[src/rtl/onehot_req_arbiter.sv]
// onehot_req_arbiter: captures request pulses on eight lines as pending
// bits and hands them out one at a time as a registered one-hot grant.
module onehot_req_arbiter (
   input  logic       clk,
   input  logic       rst_n,
   input  logic [7:0] req,
   input  logic       ack,
   input  logic       clr_ovf,
   output logic [7:0] grant,
   output logic       valid,
   output logic [7:0] pending,
   output logic       ovf
);

   logic [2:0] ptr;
   logic [7:0] retire;
   logic [7:0] pending_next;
   logic       dup;
   logic       ovf_next;
   logic       free;
   logic [7:0] cand;
   logic       found;
   logic [2:0] pick;
   logic [7:0] grant_next;
   logic       valid_next;
   logic [2:0] ptr_next;

   // Pending bookkeeping: retire acked grant, merge new pulses, flag drops.
   always_comb begin
      retire       = (valid && ack) ? grant : 8'h00;
      pending_next = (pending & ~retire) | req;
      dup          = |(req & pending & ~retire);
      ovf_next     = ovf;
      if (clr_ovf) ovf_next = 1'b0;
      if (dup)     ovf_next = 1'b1;
   end

   // Round-robin search: first candidate at or above ptr, wrapping 7 to 0.
   always_comb begin
      found = 1'b0;
      pick  = 3'd0;
      for (int i = 0; i < 8; i++) begin
         logic [2:0] idx;
         idx = ptr + 3'(i);
         if (!found && cand[idx]) begin
            found = 1'b1;
            pick  = idx;
         end
      end
   end

   // Output slot control: load a new grant, go idle, or hold under backpressure.
   always_comb begin
      free       = !valid || ack;
      cand       = pending & ~grant;
      grant_next = grant;
      valid_next = valid;
      ptr_next   = ptr;
      if (free) begin
         if (found) begin
            grant_next = 8'h01 << pick;
            valid_next = 1'b1;
            ptr_next   = pick + 3'd1;
         end else begin
            grant_next = 8'h00;
            valid_next = 1'b0;
         end
      end
   end

   // State registers; everything clears at once on reset.
   always_ff @(posedge clk or negedge rst_n) begin
      if (!rst_n) begin
         pending <= 8'h00;
         grant   <= 8'h00;
         valid   <= 1'b0;
         ovf     <= 1'b0;
         ptr     <= 3'd0;
      end else begin
         pending <= pending_next;
         grant   <= grant_next;
         valid   <= valid_next;
         ovf     <= ovf_next;
         ptr     <= ptr_next;
      end
   end

endmodule

[config.mk]
export PLATFORM = sky130hd
export DESIGN_NAME = onehot_req_arbiter
export DESIGN_NICKNAME = d
export VERILOG_FILES = /design/src/rtl/onehot_req_arbiter.sv
export SDC_FILE = /design/constraint.sdc
export NUM_CORES = 1
export LEC_CHECK = 0
export ABC_AREA = 1
export CAP_MARGIN = 10
export CORE_ASPECT_RATIO = 1.75
export CORE_MARGIN = 8
export CORE_UTILIZATION = 57
export DETAILED_ROUTE_END_ITERATION = 10
export MAX_ROUTING_LAYER = met4
export PLACE_DENSITY = 0.85
export REMOVE_ABC_BUFFERS = 1
export SYNTH_ARGS = -nofsm -noshare
export SYNTH_HDL_FRONTEND = slang
export SYNTH_SLANG_ARGS = --single-unit
[constraint.sdc]
create_clock -name clk -period 4.4 [get_ports clk]
set_clock_uncertainty 0.2 [all_clocks]
set_input_delay 0.88 -clock clk [delete_from_list [all_inputs] [get_ports clk]]
set_output_delay 0.88 -clock clk [all_outputs]
set_load 0.005 [all_outputs]
==> impl_metrics.toml <==
[status]
status = "completed"

[logic_synthesis]
yosysTopAreaCell = "dfrtp_1"
yosysMostFrequentCell = "nand2_1"
synthTopCellsByArea = "dfrtp_1 (31%), nand3_1 (14%), nand2_1 (12%)"
syn_avg_cell_area_um2 = 7.00
async_flop_share = 1.00
ys_types = 30
synth_edf_count = 0
synth_top_area_share = 0.309
syn_area_um2 = 1700
synth_warnings = 0
synth_commonest_cells = "nand2_1 (55), nand3_1 (46), inv_1 (34)"
seq_area_frac_synth = 0.309
synth_cells = 243
ys.flop_type = "dfrtp_1"
synth_seq_cells = 21

[pwr]
intPower_mw = 0.778
powerDensity_nw_per_um2 = 880
p_switching_mw = 1.02
clock_power_share = 0.070
swShare = 0.566
combPwrFrac = 0.757
cellLeakagePower_nw = 1.01
seqPwrFrac = 0.172
peakVddDrop_uv = 592

[worst_hold_path]
min_path_type = "reg -> reg"
hold_path_end = "ovf"
hold_start = "ovf"
min_path_cells = 2

[global_route]
grt_pass1_vias = 1809
antenna_found_initial = 0
grt_max_degree = 22
grt.overflow.total = 0
grt.total_usage = 0.204
grt_pass1_wl_mm = 7.85

[timing]
setup_tns_ns = 0
fin_crit_sh = 0.800
max_freq_mhz = 284
worst_pin_slew_ns = 0.976
slew-limit-headroom = 0.348
drv_slew = 0
finalSetupViolCount = 0
hold_violations = 0
min_period_ns = 3.52
rsz0062_at_grt = "false"
worst_slack_ns = 0.879

[place]
place_inst = 296
port_buffers = 29
placed_area_um2 = 1990
place.gp.congestion = 0.939
pre_cts_slack_ns = 0.902
dp_hpwl_mm = 3.81

[setup_path]
critPathLaunch = "ptr[0]"
r2r_setup_slack_ns = 0.88
r2r_end = "ptr[2]"
crit_buf_inv = 3
worst_setup_path_start_kind = "flop"
path_cells = "inv_2, ha_1, inv_1, nand3_1, nand3_1, nand2_2, nor2_4, nand2_1, nor2_2, nor2_1, nor2_1, nand3_1, nand2_1, inv_1, ha_1, ha_1, nand2_1, o21ai_2"
critPathCaptureType = "flop"
r2r_cells = 18
r2r_start = "ptr[0]"
crit_type = "reg -> reg"
cp_top_family = "simple AND/OR/NAND/NOR gates"
worst_ep_required_time_ns = 4.36
slowest_stage = "dfrtp_1"
cp_max_fo = 12
critPathMaxStageDelay_ns = 0.59
cp_data_arrival_time_ns = 3.48

[detailed_routing]
vias = 1676
postRouteAntennaNets = 0
drc_errors = 0
routedWlPerCell_um = 15.4
dr.pass1.iters = 5
routed_via_density = 5.59
drt-initial-drc-count = 30
wl_mm = 4.62

[clock_tree]
cts_made_buffers = 3
cts-hold-fix-buffers = 0
ctsResizeCount = 0
path_clk_slew_ns = 0.08
clock_latency_ns = 0.26
post_cts_buffers = 0
h-tree-depth = 1
cts_tree = "built"
clkSinkCount = 21
cts_buffer_depth = 2
root_buffer = "clkbuf_8"

[floorplanning]
start_util = 0.587
rows = 26
die_y_um = 88.3
die_width_um = 57.3
design.core.area_um2 = 2900
ioPinCount = 30
fp.dieArea_um2 = 5060

[final_layout]
drive_above_1_share = 0.140
final_area_um2 = 2040
diodes = 0
final_cell_count_no_fill = 300
area_growth_pct = 19.8
nets = 292
num-fill-cells = 246

[run]
maxCapViolCount = 0
tightest hold or removal path, delay by kind of cell, from the launching register on:
family | cells | cell delay (ns)
and+or+nand+nor | 1 | 0.06
AOI/OAI and AO/OA | 1 | 0.07
DFF | 1 | 0.35
logic make-up (layout without fill, tap and decap cells):
group / after synthesis / count (layout) / share of synthesized area
simple gates: 142 / 142 / 0.411
buf+inv: 46 / 75 / 0.115
compound gates: 24 / 24 / 0.0824
flops: 21 / 21 / 0.309
fa+ha+maj: 7 / 7 / 0.0515
xor+xnor: 3 / 3 / 0.0309
flip-flops by register name (all words and copies together), names as in the netlist:
signal   flops
grant        8
pending      8
ptr          3
ovf          1
valid        1
cell type report:
type                       instances  area (um^2)  share of cell area
clock buffer                       3         41.3              0.0203
clock inverter                     1         5.00             0.00246
inverter                          42          160              0.0786
multi-input combinational        176          980               0.481
sequential                        21          526               0.258
tap                               28         35.0              0.0172
timing repair buffer              29          290               0.143
placed cells by master, fill, tap and decap left out:
cell / synthesis / layout
nand2_1: 55 / 55
nand3_1: 46 / 46
inv_1: 34 / 34
clkdlybuf4s50_1: 0 / 29
dfrtp_1: 21 / 21
nor2_1: 14 / 14
o21ai_0: 12 / 12
or2_2: 8 / 8
ha_1: 7 / 7
inv_2: 6 / 6
nand2_2: 5 / 5
nand4_1: 5 / 5
clkinv_2: 2 / 3
o21ai_1: 3 / 3
o21ai_2: 3 / 3
clkbuf_8: 0 / 3
nand3_2: 2 / 2
nor2_4: 2 / 2
a31oi_1: 2 / 2
a21oi_1: 2 / 2
nand2_4: 2 / 2
xor2_2: 1 / 1
xor2_1: 1 / 1
xnor2_4: 1 / 1
nand4_4: 1 / 1
nor2_2: 1 / 1
nor3_1: 1 / 1
o21bai_1: 1 / 1
a221oi_1: 1 / 1
power by group through the flow:
stage	logic (mW)	clock network, mW	registers [mW]
6_report	1.36	0.126	0.309
5_1_grt	1.54	0.137	0.317
4_1_cts	1.36	0.130	0.310
3_5_place_dp	1.34	0	0.314
3_3_place_gp	1.34	0	0.312
2_1_floorplan	1.03	0	0.298
through the flow:
step / util / power [mW] / hold slack, ns
after floorplan: - / 1.33 / 0.294
after global placement: 0.688 / 1.65 / 0.301
after detailed placement: 0.688 / 1.65 / 0.297
after CTS: 0.704 / 1.80 / 0.319
after global routing: 0.704 / 2.00 / 0.363
final: 0.704 / 1.79 / 0.311
worst max path at each step:
stage	cells past startpoint	endpoint	slack, ns
floorplan	18	ptr[2]	1.36
global placement	18	ptr[2]	0.92
detailed placement	18	ptr[2]	0.90
CTS	18	ptr[2]	0.88
global route	18	ptr[2]	0.62
finish	18	ptr[2]	0.88
metal layers:
metal  part of all wire  GRT usage  routed length [um]
met1               0.39      0.193                1820
met2               0.53      0.380                2440
met3              0.027     0.0204                 125
met4              0.052      0.131                 239
met5                  0          -                   0
No activity file was read; power rests on OpenSTA's default activity.
